`src/rtl/uart_rx.sv`:
```
// ----------------------------------------------------------------------------
// uart_rx
//
// 16x-oversampling UART receiver.
//
// The sample-enable pulse rx_clk comes from the baud generator. The receiver
// deserialises 8N1 frames from the asynchronous serial line rx. Each received
// byte is offered to the consumer on a valid/ready handshake. Framing and
// overrun problems are reported as single-cycle pulses.
//
// Optional feature (compile-time macro UART_RX_PARITY_EN):
//   When the macro is defined, one even-parity bit is expected between the
//   last data bit and the stop bit, and the extra output parity_err is
//   present. When the macro is undefined, frames are plain 8N1 and the
//   parity_err port does not exist.
//
// Parameters:
//   DATA_BITS   data bits per frame, received LSB first
//   OVERSAMPLE  rx_clk pulses per bit period (a power of two, at least 8)
//
// Ports:
//   clk          system clock
//   rst_n        asynchronous active-low reset
//   rx_clk       active-low, one-clk-wide sample enable ("tick")
//   rx           serial line; idles high; asynchronous to clk
//   rx_data      received byte; stable while rx_valid is high
//   rx_valid     byte available; held until accepted
//   rx_ready     consumer accepts rx_data when rx_valid && rx_ready
//   frame_err    one-cycle pulse: stop bit sampled low
//   overrun_err  one-cycle pulse: byte dropped because the previous one
//                was still unaccepted
//   parity_err   (UART_RX_PARITY_EN only) one-cycle pulse on a parity
//                mismatch
// ----------------------------------------------------------------------------
module uart_rx #(
    parameter int DATA_BITS  = 8,
    parameter int OVERSAMPLE = 16
) (
    input  logic                 clk,
    input  logic                 rst_n,
    input  logic                 rx_clk,
    input  logic                 rx,
    output logic [DATA_BITS-1:0] rx_data,
    output logic                 rx_valid,
    input  logic                 rx_ready,
    output logic                 frame_err,
`ifdef UART_RX_PARITY_EN
    output logic                 overrun_err,
    output logic                 parity_err
`else
    output logic                 overrun_err
`endif
);

    // Counter widths: tick counter covers one bit period, bit counter covers
    // the data bits of one frame.
    localparam int TW = $clog2(OVERSAMPLE);
    localparam int BW = (DATA_BITS > 1) ? $clog2(DATA_BITS) : 1;

    localparam logic [TW-1:0] TICK_ONE  = TW'(1);
    localparam logic [TW-1:0] TICK_MID  = TW'(OVERSAMPLE / 2 - 1);
    localparam logic [TW-1:0] TICK_LAST = TW'(OVERSAMPLE - 1);
    localparam logic [BW-1:0] BIT_ONE   = BW'(1);
    localparam logic [BW-1:0] BIT_LAST  = BW'(DATA_BITS - 1);

    // Receiver states
    typedef enum logic [2:0] {
        IDLE,
        START,
        DATA,
`ifdef UART_RX_PARITY_EN
        PARITY,
`endif
        STOP,
        BREAK
    } state_t;

    state_t                 state_q;
    logic [TW-1:0]          tickCnt_q;
    logic [BW-1:0]          bitCnt_q;
    logic [DATA_BITS-1:0]   shiftReg_q;
    logic [DATA_BITS-1:0]   shiftReg_d;
    logic                   rxMeta_q;
    logic                   rxSync_q;
    logic                   stopSeen_q;
    logic                   stopBit_q;
    logic [DATA_BITS-1:0]   rxData_q;
    logic                   rxValid_q;
    logic                   frameErr_q;
    logic                   overrunErr_q;
`ifdef UART_RX_PARITY_EN
    logic                   parityBit_q;
    logic                   parityErr_q;
`endif
    logic                   tick;

    // rx_clk is active low: a tick is a clk edge with rx_clk == 0
    assign tick = ~rx_clk;

    // Right shift so that the first bit on the line ends up in the LSB
    assign shiftReg_d = {rxSync_q, shiftReg_q[DATA_BITS-1:1]};

    assign rx_data     = rxData_q;
    assign rx_valid    = rxValid_q;
    assign frame_err   = frameErr_q;
    assign overrun_err = overrunErr_q;
`ifdef UART_RX_PARITY_EN
    assign parity_err  = parityErr_q;
`endif

    // Two-flop synchroniser for the asynchronous line. Both flops reset to
    // the idle level, so leaving reset never looks like a start bit.
    always_ff @(posedge clk or negedge rst_n) begin
        if (!rst_n) begin
            rxMeta_q <= 1'b1;
            rxSync_q <= 1'b1;
        end else begin
            rxMeta_q <= rx;
            rxSync_q <= rxMeta_q;
        end
    end

    // Receiver FSM, shift register, and output handshake.
    //
    // The stop-bit tick only records the stop sample in stopSeen_q and
    // stopBit_q. The handshake part acts on that record one clk later. That
    // is where the byte is loaded, the overrun is flagged, or the framing
    // error is flagged, and it keeps all output pulses aligned to the same
    // cycle. The handshake runs on every clk; everything else advances only
    // on ticks.
    always_ff @(posedge clk or negedge rst_n) begin
        if (!rst_n) begin
            state_q      <= IDLE;
            tickCnt_q    <= '0;
            bitCnt_q     <= '0;
            shiftReg_q   <= '0;
            stopSeen_q   <= 1'b0;
            stopBit_q    <= 1'b0;
            rxData_q     <= '0;
            rxValid_q    <= 1'b0;
            frameErr_q   <= 1'b0;
            overrunErr_q <= 1'b0;
`ifdef UART_RX_PARITY_EN
            parityBit_q  <= 1'b0;
            parityErr_q  <= 1'b0;
`endif
        end else begin
            frameErr_q   <= 1'b0;
            overrunErr_q <= 1'b0;
            stopSeen_q   <= 1'b0;
`ifdef UART_RX_PARITY_EN
            parityErr_q  <= 1'b0;
`endif

            if (rxValid_q && rx_ready) begin
                rxValid_q <= 1'b0;
            end

            // A byte arriving on the same edge as an acceptance replaces the
            // old one. Without an acceptance, the new byte is dropped.
            if (stopSeen_q) begin
                if (stopBit_q) begin
                    if (!rxValid_q || rx_ready) begin
                        rxData_q  <= shiftReg_q;
                        rxValid_q <= 1'b1;
                    end else begin
                        overrunErr_q <= 1'b1;
                    end
                end else begin
                    frameErr_q <= 1'b1;
                end
`ifdef UART_RX_PARITY_EN
                parityErr_q <= ^{shiftReg_q, parityBit_q};
`endif
            end

            if (tick) begin
                tickCnt_q <= tickCnt_q + TICK_ONE;
                case (state_q)
                    IDLE: begin
                        if (!rxSync_q) begin
                            state_q   <= START;
                            tickCnt_q <= '0;
                        end
                    end

                    // A start bit that is no longer low at mid-bit is a glitch
                    START: begin
                        if (tickCnt_q == TICK_MID) begin
                            tickCnt_q <= '0;
                            bitCnt_q  <= '0;
                            state_q   <= rxSync_q ? IDLE : DATA;
                        end
                    end

                    // Entry happens mid start bit, so the sample point each
                    // full bit period later lands in the middle of each
                    // data bit.
                    DATA: begin
                        if (tickCnt_q == TICK_LAST) begin
                            shiftReg_q <= shiftReg_d;
                            if (bitCnt_q == BIT_LAST) begin
                                bitCnt_q  <= '0;
                                tickCnt_q <= '0;
`ifdef UART_RX_PARITY_EN
                                state_q   <= PARITY;
`else
                                state_q   <= STOP;
`endif
                            end else begin
                                bitCnt_q <= bitCnt_q + BIT_ONE;
                            end
                        end
                    end

`ifdef UART_RX_PARITY_EN
                    PARITY: begin
                        if (tickCnt_q == TICK_LAST) begin
                            parityBit_q <= rxSync_q;
                            tickCnt_q   <= '0;
                            state_q     <= STOP;
                        end
                    end
`endif

                    // A low stop bit means a framing error or a line break.
                    // Either way the line must return high before another
                    // frame can start.
                    STOP: begin
                        if (tickCnt_q == TICK_LAST) begin
                            stopSeen_q <= 1'b1;
                            stopBit_q  <= rxSync_q;
                            tickCnt_q  <= '0;
                            state_q    <= rxSync_q ? IDLE : BREAK;
                        end
                    end

                    BREAK: begin
                        if (rxSync_q) begin
                            tickCnt_q <= '0;
                            state_q   <= IDLE;
                        end
                    end

                    default: begin
                        tickCnt_q <= '0;
                        state_q   <= IDLE;
                    end
                endcase
            end
        end
    end

endmodule

```
`config.mk`:
```
export PLATFORM = sky130hd
export DESIGN_NAME = uart_rx
export DESIGN_NICKNAME = d
export VERILOG_FILES = /design/src/rtl/uart_rx.sv
export SDC_FILE = /design/constraint.sdc
export NUM_CORES = 1
export LEC_CHECK = 0
export BUFFER_PORTS_ARGS = -buffer_cell sky130_fd_sc_hd__buf_2
export CORE_ASPECT_RATIO = 1.75
export CORE_MARGIN = 2
export CORE_UTILIZATION = 40
export DETAILED_ROUTE_END_ITERATION = 10
export GPL_TIMING_DRIVEN = 0
export PLACE_DENSITY = 0.55
export SLEW_MARGIN = 10
export SYNTH_ARGS = -nofsm -noshare
export SYNTH_HDL_FRONTEND = slang
export SYNTH_SLANG_ARGS = --single-unit
```
`constraint.sdc`:
```
create_clock -name clk -period 2.1 [get_ports clk]
set_clock_uncertainty 0.05 [all_clocks]
set_input_delay 0.315 -clock clk [delete_from_list [all_inputs] [get_ports clk]]
set_output_delay 0.315 -clock clk [all_outputs]
set_load 0.005 [all_outputs]
```
## Yosys cells after proc, flatten, opt, wreduce, memory -nomap -nowiden

Index checks and enable logic that the tools add are counted.

- Reduce and logical (&&, ||, !) cells: 10
- Eq/ne operators: 13
- Multiplexer cells: 32
- Add/subtract/negate cells: 2
- Bitwise operators: 1

Operators by type and width:

| cell | number |
|---|---|
| 3-bit two-way mux | 10 |
| 4-bit two-way mux | 6 |
| 4-bit one-hot mux with 5 select lines | 1 |
| 3-bit one-hot mux with 5 select lines | 1 |
| 1-bit two-way mux | 12 |
| 2-bit != test (second input constant) | 6 |
| 3-bit AND reduction | 3 |
| 7-bit AND reduction | 1 |
| 3-bit by 2-bit == test with 1-bit output (second input constant) | 2 |
| 3-bit == test (second input constant) | 2 |
| 3-bit one-hot mux with 2 select lines | 1 |
| 4-bit by 1-bit adder with 4-bit output (second input constant) | 1 |
| 4-bit by 3-bit == test with 1-bit output (second input constant) | 1 |
| 4-bit == test (second input constant) | 1 |
| 4-bit AND reduction | 1 |
| 3-bit by 1-bit adder with 3-bit output (second input constant) | 1 |
| 3-bit by 1-bit == test with 1-bit output (second input constant) | 1 |
| 3-bit zero test | 1 |
| 2-bit two-way mux | 1 |
| 2-bit nonzero test | 1 |
| 1-bit logical AND | 1 |
| 1-bit zero test | 1 |
| 1-bit logical OR | 1 |
| 1-bit NOT | 1 |

- Input port bits: 5
- Word-level logic and storage cells: 70
- Output and inout port bits: 11
- Register bits: 33

## Depth between registers and ports, before layout

- Depth after elaboration: 5
- Depth in mapped cells: 6
- Depth with buffers taken out: 6

## Least setup slack after synthesis

Ideal clock, no wire load.

- Path kind: register to register
- Start: register tickCnt_q[0]
- End: register bitCnt_q[0]
- Library setup time: 0.125 ns
- Path buffers: 1
- Clock period less this slack: 1.693 ns
- Required time: 1.925 ns
- Data arrival time: 1.518 ns
- Setup slack: 0.407 ns
- Stages on the path, launching flop included: 7
- Cell sequence: dfrtp_1 > ha_1 > and3_1 > buf_6 > a21o_4 > nand4b_4 > mux2_4

- Word-level cells in the longest chain between the ends: 3
- Elaborated cells on any way between the ends: 5
- Those cells by class: eq/ne: 4; reduce/logical: 1

RTL lines:

| element | line | text |
|---|---|---|
| start: declaration | 79 | `logic [TW-1:0] tickCnt_q;` |
| start signal: assignment | 178 | `tickCnt_q <= tickCnt_q + TICK_ONE;` |
| 4-bit == test or 4-bit by 3-bit == test with 1-bit output (tied branches) | 200, 189 |  |
| 2-bit != test (no line) | - |  |
| 4-bit AND reduction (no line) * | - |  |
| end signal: assignment | 211 | `bitCnt_q <= bitCnt_q + BIT_ONE;` |
| end: declaration | 80 | `logic [BW-1:0] bitCnt_q;` |

Mark *: on every way between the ends. The rest lies on a longest branch, timed or not.
A chain may end at the register's enable or synchronous reset.

## Worst setup path in the final report

Same ends and word-level chain as after synthesis.

==> summary.md <==
| Metric | Value |
|---|---|
| Most frequent cells in the layout | `31 x dfrtp_1, 17 x buf_2, 13 x mux2_2` |
| Die X | `between 50 and 60 um` |
| Clock sink total | `33` |
| RD Place Congestion | `0.8477` |
| ANT nets after route | `0` |
| Antenna violations before repair | `0` |
| Detailed Place HPWL | `between 2000 and 2500 um` |
| Row count | `29` |
| Cells after Synth | `approximately 120` |
| CTS resizes | `0` |
| Worst Hold Class | `input pin to async pin` |
| Post-Synth Adder-Cell Area | `between 2 and 2.5%` |
| Mapped cell area | `1534 um^2` |
| Syn_area_per_cell | `12.47 um^2` |
| Crit path time final | `1.770 ns` |
| GRT Util Overall | `around 15%` |
| Synth Area in XOR/XNOR | `0.5710%` |
| Register-to-Register Path Depth | `6` |
| Total power draw | `1794 uW` |
| CTS Buffer Depth | `2` |
| Reg power frac | `roughly 46%` |
| Clock Tree Root | `clkbuf_8` |
| Hold_buf cts | `0` |
| Post-route non-filler standard cell count | `approximately 190` |
| PD cells | `1026 nW/um^2` |
| Final hold vios | `0` |
| Post-Synth Simple-Gate Area | `17.13%` |
| Status | `finished, final reports clean` |
| Total negative slack | `0 ns` |
| Io pins | `16` |
| Clock power frac | `25.1%` |
| Critical R2R Launch | `tickCnt_q[0]$_DFFE_PN0N_` |
| Drt first-iter violations | `15` |
| H-tree depth | `2` |
| Cts bufs inserted | `5` |
| Antenna cells | `0` |
| Synth warnings | `0` |
| Int Pwr | `~1200 uW` |
| Required time of the critical path | `2.22 ns` |
| RSZ-0062 raised after global routing | `no` |
| Multiplexer share of the synthesized area | `15.42%` |
| Period utilisation layout | `84.27%` |
| Compound-Gate Fraction of Synth Area | `8.075%` |
| Post-Route WL | `2744 um` |
| Syn nets | `131` |
| Total grt overflow | `0` |
| Largest family of logic cells by synthesized area | `simple AND/OR/NAND/NOR gates` |
| Drt drc | `0` |
| Worst-path clk slew | `about 0.060 ns` |
| Drt via density | `5.271` |
| First-pass DRT Iterations | `4` |
| Fill cells | `357` |
| Largest net degree at the start of global routing | `34` |
| Worst Tran Pin Value | `0.7211 ns` |
| CTS tree | `built` |
| DR WL/cell | `14.29 um` |
| # setup viols final | `0` |
| Maximum capacitance violations | `0` |
| Slew Limit Fails | `0` |
| Static Leak | `0.0009101 uW` |
| First-pass GRT wire length | `4933 um` |
| Slew HR | `51.93%` |
| Sw frac | `33.18%` |
| Seq/Total Area, Yosys | `54.00%` |
| R2R Path End | `bitCnt_q[0]$_DFFE_PN0P_` |
| NetSw | `595.2 uW` |
| PortBufs | `15` |
| Max VDD drop | `around 0.00077 V` |
| Initial core utilization | `between 40% and 50%` |
| CP Class | `flop to flop` |
| Crit start category | `flop` |
| Via count | `1012` |
| Max Clk Rate | `565.1 MHz` |
| Final Net Count | `153` |
| Vias in the first global route | `1089` |
| Crit. End Element | `flop` |
| Most common cell after layout, fill and taps aside | `dfrtp_1` |
| Synth Register Bits | `33` |
| Cell count after placement | `184` |
| R2R setup slack | `0.33 ns` |
| Comb power frac | `29.4%` |
| Setup bufs post-CTS | `0` |
| Unique masters post-synth | `34` |
| Core box area | `3665 um^2` |
| Die ar. | `4366 um^2` |
| Share of cells above drive strength 1 | `33.56%` |
| Crit Path Max Fanout | `6` |
| Die H | `85.92 um` |
| Crit path arrival time | `1.89 ns` |
| Area growth, synth to finish | `14.03%` |
| Worst-Skew Late Latency | `0.28 ns` |
-- logic make-up (layout without fill, tap and decap cells) --
group                    count (synthesis)  after routing
AND/OR/NAND/NOR                         41             41
AO/OA/AOI/OAI                           19             19
buffers and inverters                    6             29
adder cells (fa/ha/maj)                  3              3
flip-flops                              33             33
XOR/XNOR                                 1              1
multiplexers                            20             20
-- state kept, by name (all words and copies together) (netlist names) --
| name | flops |
|---|---|
| rx_data | 8 |
| frame_err | 1 |
| stopSeen_q | 1 |
| rx_valid | 1 |
| bitCnt_q | 3 |
| overrun_err | 1 |
| state_q | 3 |
| rxMeta_q | 1 |
| shiftReg_q | 8 |
| tickCnt_q | 4 |
| rxSync_q | 1 |
| stopBit_q | 1 |
-- how the worst max path moves through the flow --
stage | to | slack [ns] | cells after the start | startpoint
floorplan | bitCnt_q[0]$_DFFE_PN0P_ | 0.41 | 6 | tickCnt_q[0]$_DFFE_PN0N_
global placement | bitCnt_q[0]$_DFFE_PN0P_ | 0.34 | 6 | tickCnt_q[0]$_DFFE_PN0N_
detailed placement | bitCnt_q[0]$_DFFE_PN0P_ | 0.33 | 6 | tickCnt_q[0]$_DFFE_PN0N_
CTS | bitCnt_q[0]$_DFFE_PN0P_ | 0.32 | 6 | tickCnt_q[0]$_DFFE_PN0N_
global route | tickCnt_q[1]$_DFFE_PN0N_ | 0.23 | 6 | tickCnt_q[0]$_DFFE_PN0N_
finish | bitCnt_q[0]$_DFFE_PN0P_ | 0.33 | 6 | tickCnt_q[0]$_DFFE_PN0N_
-- per-stage QoR --
step | area, um^2 | hold slack [ns] | utilization [%] | worst slack (ns)
6_report | 1749 | 0.03934 | 47.73 | 0.3303
5_1_grt | 1749 | 0.06360 | 47.73 | 0.2313
4_1_cts | 1749 | 0.05823 | 47.73 | 0.3215
3_5_place_dp | 1667 | 0.2968 | 45.48 | 0.3334
3_3_place_gp | 1667 | 0.2960 | 45.48 | 0.3426
2_1_floorplan | 1534 | -0.03059 | - | 0.4071
-- per-layer routing --
| metal | track usage (%) | vias up | wire length (um) |
|---|---|---|---|
| li1 | - | 478 | - |
| met1 | 15.72 | 505 | 1054 |
| met2 | 27.03 | 21 | 1511 |
| met3 | 4.181 | 8 | 90 |
| met4 | 9.091 | 0 | 88 |
| met5 | 0 | - | 0 |
-- final cells by class --
cell class	count	area, um^2	share of cell area (%)
plain buffers	6	36.28	2.074
clock inverters	2	10.01	0.5722
well taps	46	57.56	3.290
multi-input cells	84	669.4	38.27
flip-flops and latches	33	828.3	47.35
clock buffers	6	72.57	4.149
repair buffers	15	75.07	4.292
-- worst max-delay path, stage by stage, from the launching register on --
cell and delay, ns:
dfrtp_1 0.41, ha_1 0.24, and3_1 0.20, buf_6 0.13
a21o_4 0.22, nand4b_4 0.10, mux2_4 0.30
-- synthesized netlist by cell type, drive strengths merged --
library cell	instances	area share, %
dfrtp	31	51
mux2	20	15
nand2	10	2.4
nor2	8	2.0
o21ai	8	2.6
nor2b	5	2.0
buf	4	1.9
a21oi	3	0.98
and3	3	1.2
ha	3	2.4
nor3	3	0.98
a31oi	2	0.82
clkbuf	2	0.49
dfstp	2	3.4
nand2b	2	0.82
nand4b	2	3.1
nor4	2	0.82
o21a	2	0.98
a21o	1	0.98
a41o	1	0.65
and2	1	0.41
and4	1	0.57
nand3	1	0.33
nor3b	1	0.49
nor4b	1	1.5
o31ai	1	0.49
o41ai	1	0.57
or2	1	0.41
xnor2	1	0.57
-- power by group through the flow --
stage	Clock, uW	Sequential (uW)	Combinational [uW]
after floorplan	0	800	435
after global placement	0	824	515
after detailed placement	0	827	531
after CTS	477	816	533
after global routing	494	835	609
final	450	815	528
No activity file was read; power rests on OpenSTA's default activity.
